## src/rtl/puzzle_loader_pkg.sv

```systemverilog
// Shared widths, encodings and the cell visibility rule for the sudoku puzzle loader.
package puzzle_loader_pkg;

  localparam int CELLS      = 81;
  localparam int VALUE_W    = 4;
  localparam int INDEX_W    = 7;
  localparam int ROM_ADDR_W = 10;
  localparam int ROM_DATA_W = 6;
  localparam int SEL_W      = 3;

  typedef enum logic {
    EASY = 1'b0,
    HARD = 1'b1
  } difficulty_e;

  typedef enum logic [1:0] {
    ST_IDLE   = 2'd0,
    ST_ISSUE  = 2'd1,
    ST_DRAIN  = 2'd2,
    ST_FINISH = 2'd3
  } state_e;

  typedef struct packed {
    logic               hide_hard;
    logic               hide_easy;
    logic [VALUE_W-1:0] value;
  } rom_word_t;

  function automatic logic value_ok(input logic [VALUE_W-1:0] v);
    return (v != '0) && (v <= 4'd9);
  endfunction

  // Hard mode hides everything easy mode hides, plus the hide_hard cells.
  function automatic logic cell_visible(input difficulty_e d, input rom_word_t w);
    return !(w.hide_easy || ((d == HARD) && w.hide_hard));
  endfunction

endpackage

```

## src/rtl/puzzle_loader_if.sv

```systemverilog
// Control, ROM-read and board-write signals of the puzzle loader.
interface puzzle_loader_if;
  import puzzle_loader_pkg::*;

  logic                  start;
  logic                  abort;
  logic                  difficulty;
  logic [SEL_W-1:0]      puzzle_sel;
  logic                  rom_rd_en;
  logic [ROM_ADDR_W-1:0] rom_addr;
  logic [ROM_DATA_W-1:0] rom_data;
  logic                  wr_en;
  logic [INDEX_W-1:0]    wr_index;
  logic [VALUE_W-1:0]    wr_value;
  logic                  wr_visible;
  logic                  busy;
  logic                  done;
  logic                  error;
  logic [INDEX_W-1:0]    hidden_count;

  // Game FSM, ROM and board storage side.
  modport master (
    output start, abort, difficulty, puzzle_sel, rom_data,
    input  rom_rd_en, rom_addr, wr_en, wr_index, wr_value, wr_visible,
           busy, done, error, hidden_count
  );

  // Loader side.
  modport slave (
    input  start, abort, difficulty, puzzle_sel, rom_data,
    output rom_rd_en, rom_addr, wr_en, wr_index, wr_value, wr_visible,
           busy, done, error, hidden_count
  );

endinterface

```

## src/rtl/rom_read_pipe.sv

```systemverilog
// Tracks in-flight ROM reads: a LATENCY-deep valid/index shift register with flush.
module rom_read_pipe
  import puzzle_loader_pkg::*;
#(
  parameter int LATENCY = 2
) (
  input  logic               clk,
  input  logic               reset,
  input  logic               flush_i,
  input  logic               valid_i,
  input  logic [INDEX_W-1:0] index_i,
  output logic               valid_o,
  output logic [INDEX_W-1:0] index_o
);

  logic [LATENCY-1:0] valid_q;
  logic [INDEX_W-1:0] index_q [LATENCY];

  // NOTE: non-blocking assignments so every stage shifts from the pre-edge values.
  always_ff @(posedge clk or negedge reset) begin
    if (!reset) begin
      valid_q <= '0;
    end else if (flush_i) begin
      valid_q <= '0;
    end else begin
      valid_q[0] <= valid_i;
      for (int i = 1; i < LATENCY; i++) valid_q[i] <= valid_q[i-1];
    end
  end

  // NOTE: the index payload is qualified by valid_q, so this storage needs no reset.
  always_ff @(posedge clk) begin
    index_q[0] <= index_i;
    for (int i = 1; i < LATENCY; i++) index_q[i] <= index_q[i-1];
  end

  assign valid_o = valid_q[LATENCY-1];
  assign index_o = index_q[LATENCY-1];

endmodule

```

## src/rtl/puzzle_loader.sv

```systemverilog
// Streams one 81-cell puzzle from ROM into board storage, deriving per-cell visibility
// from the difficulty latched at start.
module puzzle_loader
  import puzzle_loader_pkg::*;
#(
  parameter int PUZZLES     = 8,
  parameter int ROM_LATENCY = 2
) (
  input logic           clk,
  input logic           reset,
  puzzle_loader_if.slave bus
);

  state_e                state_q;
  difficulty_e           diff_q;
  logic [ROM_ADDR_W-1:0] base_q;
  logic [INDEX_W-1:0]    count_q;
  logic                  rom_rd_en_q;
  logic [ROM_ADDR_W-1:0] rom_addr_q;
  logic                  wr_en_q;
  logic [INDEX_W-1:0]    wr_index_q;
  logic [VALUE_W-1:0]    wr_value_q;
  logic                  wr_visible_q;
  logic                  busy_q;
  logic                  done_q;
  logic                  error_q;
  logic [INDEX_W-1:0]    hidden_q;

  logic                  pipe_valid;
  logic [INDEX_W-1:0]    pipe_index;
  logic                  flush;
  logic                  write_fire;
  logic [ROM_ADDR_W-1:0] base_w;
  rom_word_t             word;
  logic                  bad_d;
  logic [VALUE_W-1:0]    wr_value_d;
  logic                  wr_visible_d;

  assign flush      = bus.abort && ((state_q == ST_ISSUE) || (state_q == ST_DRAIN));
  assign write_fire = pipe_valid && !flush;
  assign base_w     = ROM_ADDR_W'(bus.puzzle_sel) * ROM_ADDR_W'(CELLS);

  rom_read_pipe #(.LATENCY(ROM_LATENCY)) u_pipe (
    .clk     (clk),
    .reset   (reset),
    .flush_i (flush),
    .valid_i (rom_rd_en_q),
    .index_i (count_q),
    .valid_o (pipe_valid),
    .index_o (pipe_index)
  );

  // NOTE: every signal is assigned on every pass through this block, so no latch is inferred.
  always_comb begin
    word         = rom_word_t'(bus.rom_data);
    bad_d        = !value_ok(word.value);
    wr_value_d   = bad_d ? '0 : word.value;
    wr_visible_d = !bad_d && cell_visible(diff_q, word);
  end

  always_ff @(posedge clk or negedge reset) begin
    if (!reset) begin
      state_q      <= ST_IDLE;
      diff_q       <= EASY;
      base_q       <= '0;
      count_q      <= '0;
      rom_rd_en_q  <= 1'b0;
      rom_addr_q   <= '0;
      wr_en_q      <= 1'b0;
      wr_index_q   <= '0;
      wr_value_q   <= '0;
      wr_visible_q <= 1'b0;
      busy_q       <= 1'b0;
      done_q       <= 1'b0;
      error_q      <= 1'b0;
      hidden_q     <= '0;
    end else begin
      done_q  <= 1'b0;
      wr_en_q <= write_fire;
      if (write_fire) begin
        wr_index_q   <= pipe_index;
        wr_value_q   <= wr_value_d;
        wr_visible_q <= wr_visible_d;
        if (bad_d) error_q <= 1'b1;
        if (!wr_visible_d && (hidden_q != INDEX_W'(CELLS))) hidden_q <= hidden_q + 7'd1;
      end

      case (state_q)
        ST_IDLE: begin
          // Abort in the same cycle as start suppresses the load.
          if (bus.start && !bus.abort) begin
            diff_q   <= difficulty_e'(bus.difficulty);
            base_q   <= base_w;
            error_q  <= 1'b0;
            hidden_q <= '0;
            if (int'(bus.puzzle_sel) >= PUZZLES) begin
              error_q <= 1'b1;
              done_q  <= 1'b1;
            end else begin
              state_q     <= ST_ISSUE;
              count_q     <= '0;
              rom_rd_en_q <= 1'b1;
              rom_addr_q  <= base_w;
              busy_q      <= 1'b1;
            end
          end
        end
        ST_ISSUE: begin
          if (flush) begin
            state_q     <= ST_IDLE;
            rom_rd_en_q <= 1'b0;
            busy_q      <= 1'b0;
          end else if (count_q == INDEX_W'(CELLS - 1)) begin
            state_q     <= ST_DRAIN;
            rom_rd_en_q <= 1'b0;
          end else begin
            count_q    <= count_q + 7'd1;
            rom_addr_q <= base_q + ROM_ADDR_W'(count_q + 7'd1);
          end
        end
        ST_DRAIN: begin
          if (flush) begin
            state_q <= ST_IDLE;
            busy_q  <= 1'b0;
          end else if (wr_en_q && (wr_index_q == INDEX_W'(CELLS - 1))) begin
            state_q <= ST_FINISH;
            busy_q  <= 1'b0;
            done_q  <= 1'b1;
          end
        end
        ST_FINISH: state_q <= ST_IDLE;
        default:   state_q <= ST_IDLE;
      endcase
    end
  end

  assign bus.rom_rd_en    = rom_rd_en_q;
  assign bus.rom_addr     = rom_addr_q;
  assign bus.wr_en        = wr_en_q;
  assign bus.wr_index     = wr_index_q;
  assign bus.wr_value     = wr_value_q;
  assign bus.wr_visible   = wr_visible_q;
  assign bus.busy         = busy_q;
  assign bus.done         = done_q;
  assign bus.error        = error_q;
  assign bus.hidden_count = hidden_q;

endmodule

```

## src/flat_wrapper.sv

```systemverilog
// flat-port wrapper written by rule: the top's interface ports become plain ports
module puzzle_loader_flat import puzzle_loader_pkg::*;
#(
  parameter int PUZZLES     = 8,
  parameter int ROM_LATENCY = 2
)
  (clk, reset, bus_start, bus_abort, bus_difficulty, bus_puzzle_sel, bus_rom_data, bus_rom_rd_en, bus_rom_addr, bus_wr_en, bus_wr_index, bus_wr_value, bus_wr_visible, bus_busy, bus_done, bus_error, bus_hidden_count);
  puzzle_loader_if bus_i ();
  input logic clk;
  input logic reset;
  input wire logic [$bits(bus_i.start)-1:0] bus_start;
  input wire logic [$bits(bus_i.abort)-1:0] bus_abort;
  input wire logic [$bits(bus_i.difficulty)-1:0] bus_difficulty;
  input wire logic [$bits(bus_i.puzzle_sel)-1:0] bus_puzzle_sel;
  input wire logic [$bits(bus_i.rom_data)-1:0] bus_rom_data;
  output wire logic [$bits(bus_i.rom_rd_en)-1:0] bus_rom_rd_en;
  output wire logic [$bits(bus_i.rom_addr)-1:0] bus_rom_addr;
  output wire logic [$bits(bus_i.wr_en)-1:0] bus_wr_en;
  output wire logic [$bits(bus_i.wr_index)-1:0] bus_wr_index;
  output wire logic [$bits(bus_i.wr_value)-1:0] bus_wr_value;
  output wire logic [$bits(bus_i.wr_visible)-1:0] bus_wr_visible;
  output wire logic [$bits(bus_i.busy)-1:0] bus_busy;
  output wire logic [$bits(bus_i.done)-1:0] bus_done;
  output wire logic [$bits(bus_i.error)-1:0] bus_error;
  output wire logic [$bits(bus_i.hidden_count)-1:0] bus_hidden_count;
  assign bus_i.start = bus_start;
  assign bus_i.abort = bus_abort;
  assign bus_i.difficulty = bus_difficulty;
  assign bus_i.puzzle_sel = bus_puzzle_sel;
  assign bus_i.rom_data = bus_rom_data;
  assign bus_rom_rd_en = bus_i.rom_rd_en;
  assign bus_rom_addr = bus_i.rom_addr;
  assign bus_wr_en = bus_i.wr_en;
  assign bus_wr_index = bus_i.wr_index;
  assign bus_wr_value = bus_i.wr_value;
  assign bus_wr_visible = bus_i.wr_visible;
  assign bus_busy = bus_i.busy;
  assign bus_done = bus_i.done;
  assign bus_error = bus_i.error;
  assign bus_hidden_count = bus_i.hidden_count;
  puzzle_loader #(.PUZZLES(PUZZLES), .ROM_LATENCY(ROM_LATENCY)) u_core (.clk(clk), .reset(reset), .bus(bus_i));
endmodule
```

## config.mk

```make
export PLATFORM = sky130hd
export DESIGN_NAME = puzzle_loader_flat
export DESIGN_NICKNAME = d
export VERILOG_FILES = /design/src/rtl/puzzle_loader_pkg.sv /design/src/rtl/puzzle_loader_if.sv /design/src/rtl/rom_read_pipe.sv /design/src/rtl/puzzle_loader.sv /design/src/flat_wrapper.sv
export SDC_FILE = /design/constraint.sdc
export NUM_CORES = 1
export LEC_CHECK = 0
export BUFFER_PORTS_ARGS = -buffer_cell sky130_fd_sc_hd__buf_2
export CORE_MARGIN = 3
export CORE_UTILIZATION = 55
export CTS_BUF_LIST = sky130_fd_sc_hd__clkbuf_8
export CTS_CLUSTER_DIAMETER = 100
export CTS_CLUSTER_SIZE = 12
export DETAILED_ROUTE_END_ITERATION = 8
export PLACE_DENSITY_LB_ADDON = 0.05
export SLEW_MARGIN = 40
export SYNTH_ARGS = -nofsm -noshare
export SYNTH_HDL_FRONTEND = slang
export SYNTH_SLANG_ARGS = --single-unit
```

## constraint.sdc

```tcl
create_clock -name clk -period 3.5 [get_ports clk]
set_input_delay 0.7 -clock clk [delete_from_list [all_inputs] [get_ports clk]]
set_output_delay 0.7 -clock clk [all_outputs]
set_load 0.05 [all_outputs]
```

==> qor.yml <==
outcome:
  status: "complete, no violations"
timing:
  fin_skew_ns: 0.00948
  relSlewSlack_pct: 57.7
  fin_tns_setup_ns: 0
  worst_slew_pin_slew_ns: 0.632
  fin_crit_sh_pct: 73.5
  maxSlewViolCount: 0
  min_period_ns: 2.57
  hold_viol_final: 0
  rsz0062_at_grt: "false"
  setup_viol: 0
  fmax_mhz: 389
synthesis:
  syn-num-nets: 345
  synth_edf_count: 0
  synth.area.top_cells: "dfrtp_1, dfxtp_1, ha_1"
  synth_cells: 312
  ys_warn_count: 0
  synth-main-ff-cell: "dfrtp_1"
  yosysUniqueCellTypes: 50
  yosys.area.top_type: "dfrtp_1"
  synth-seq-cells: 67
  yosys.area.top_type_share_pct: 41.0
  synth.avg_cell_area_um2: 10.4
  synth-seq-area-share_pct: 49.6
  ys_async_sr_fraction_pct: 79.1
  syn_area_um2: 3240
pwr:
  power_frac_comb_pct: 46.9
  p_per_area_nw_per_um2: 958
  finalPower_mw: 3.62
  p_switching_mw: 1.66
  p_leak_nw: 1.87
  seq_power_share_pct: 33.0
  clockPowerShare_pct: 20.1
  swShare_pct: 46.0
  vdd_drop_max_mv: 0.657
  internal-power_mw: 1.95
clock_network:
  htree_num_levels: 3
  cts.sinks: 67
  clock_path_buffers: 2
  cts_setup_buffers: 0
  postCtsResizedCells: 0
  clkLatencyLatePin_ns: 0.36
  cts_buffers: 9
  clk_pin_slew_ns: 0.08
  root_buffer: "clkbuf_8"
  ctsHoldBuffers: 0
  cts_tree: "built"
floorplan:
  start_util_pct: 57.7
  dieArea_um2: 6840
  core_area_um2: 5610
  ios: 48
  die_h_um: 82.7
  die_w_um: 82.7
  rows: 27
drt:
  routedWlPerCell_um: 15.3
  drt_wl_total_um: 6740
  final_antenna_net_count: 0
  drc: 0
  via_per_inst: 5.52
  drt_iter0_markers: 107
  firstDrtPassIters: 5
  vias: 2428
final_layout:
  multi_input_area_um2: 1530
  diodes: 0
  final_common_cell: "dfrtp_1"
  register_area_um2: 1610
  fillers: 459
  area_delta_synth_final_pct: 16.5
  mostFrequentLayoutCells: "dfrtp_1, buf_2, nand2_1"
  drive_gt1_share_pct: 24.2
  finish.net_count: 396
  design_area_um2: 3770
worst_setup_path:
  r2r_setup_slack_ns: 0.93
  arrival_ns: 2.86
  end_kind: "flop"
  crit_path_max_fanout: 8
  r2r-start: "u_core.count_q[0]"
  startpoint_type: "flop"
  critPathKind: "flop to flop"
  cp_data_required_time_ns: 3.79
  r2r_end: "u_core.bus.rom_addr[8]"
  r2r.worst_path.cells: 9
placed_design:
  io_buffer_count: 47
  globalplace.congestion: 0.898
  dpl_cell_area_um2: 3550
  dp_hpwl_um: 4720
global_routing:
  grt_pass1_wl_um: 11000
  grt_max_degree: 31
  antenna_found_initial: 0
  grt_remaining_overflow: 0
  grt_pass1_vias: 2374
  track_usage_pct: 21.7
job:
  cap_violations: 0
worst_hold_path:
  hold_path.class: "input pin to asynchronous set/reset pin"
[worst max-delay path, stage by stage (launching register included)]
cell	delay, ns
dfrtp_1	0.45
ha_1	0.25
nand3_1	0.13
nor2_1	0.16
xor2_1	0.24
ha_1	0.35
a31o_2	0.26
a41oi_1	0.19
mux2_2	0.37
nand3_1	0.09
[power by group through the flow]
| stage | logic [mW] | clock network, mW | registers [mW] |
|---|---|---|---|
| 2_1_floorplan | 0.855 | 0 | 1.63 |
| 3_3_place_gp | 1.67 | 0 | 1.20 |
| 3_5_place_dp | 1.68 | 0 | 1.21 |
| 4_1_cts | 1.70 | 0.736 | 1.19 |
| 5_1_grt | 1.86 | 0.771 | 1.23 |
| 6_report | 1.70 | 0.725 | 1.19 |
[cell families after synthesis]
| logic type | synth area share [%] |
|---|---|
| XOR/XNOR | 3.48 |
| AND/OR/NAND/NOR | 16.8 |
| multiplexers | 6.18 |
| buffers and inverters | 3.13 |
| AO/OA/AOI/OAI | 13.2 |
| adder cells (fa/ha/maj) | 7.57 |
| flip-flops | 49.6 |
[metrics by stage]
stage / std cells / util (%) / worst slack [ns] / hold slack (ns)
2_1_floorplan: 312 / - / 1.24 / 0.310
3_3_place_gp: 424 / 63.3 / 1.04 / 0.310
3_5_place_dp: 424 / 63.3 / 0.985 / 0.312
4_1_cts: 440 / 67.3 / 0.939 / 0.330
5_1_grt: 440 / 67.3 / 0.743 / 0.336
6_report: 440 / 67.3 / 0.927 / 0.326
[layer usage]
metal  global-route usage, %  up-vias  share of wire, %  routed length [um]
li1                        -     1207                 -                   -
met1                    27.8     1142                46                3090
met2                    33.9       61                47                3150
met3                    5.31       18               5.2                 348
met4                    11.8        0               2.3                 153
met5                       0        -                 0                   0
[cells in the mapped netlist (all sizes together) (2+ instances only)]
cell    count
o22ai       3
clkbuf      8
o211ai      4
o21ai      16
inv        15
dfrtp      53
mux2       16
a41oi       2
a21o        5
nor2       21
nand2      33
a31oi       4
nand3      11
dfxtp      14
a22o        6
nand2b      5
buf         3
xor2        9
or3         3
nand4b      4
xnor2       3
ha         18
or4         3
nand4       9
nor3        2
nor2b       2
mux2i       2
and3        4
and2        3
a21oi      16
or2         2
[registers in the layout (all words and copies together) (netlist names), 4 cells and up]
name / count
u_core.bus.wr_value: 4
u_core.count_q: 7
u_core.bus.rom_addr: 10
u_core.base_q: 7
u_core.bus.hidden_count: 7
u_core.bus.wr_index: 7
u_core.u_pipe.index_q: 14
[how the worst max path moves through the flow]
| stage | start | endpoint | slack (ns) | cells after the start |
|---|---|---|---|---|
| 6_report | u_core.count_q[0] | u_core.bus.rom_addr[8] | 0.93 | 9 |
| 2_1_floorplan | u_core.count_q[2] | u_core.bus.rom_addr[8] | 1.24 | 10 |
| 5_1_grt | u_core.count_q[0] | u_core.bus.rom_addr[8] | 0.74 | 9 |
| 3_3_place_gp | u_core.count_q[2] | u_core.bus.rom_addr[8] | 1.04 | 9 |
| 3_5_place_dp | u_core.count_q[0] | u_core.bus.rom_addr[8] | 0.98 | 9 |
| 4_1_cts | u_core.count_q[0] | u_core.bus.rom_addr[8] | 0.94 | 9 |
[layout make-up]
cell class	instances	area share, %
Sequential cell	67	42.6
Multi-Input combinational cell	219	40.6
Timing Repair Buffer	51	7.03
Clock buffer	9	3.28
Clock inverter	7	2.65
Tap cell	72	2.39
Inverter	15	1.49
(Power assumes the default switching activity.)
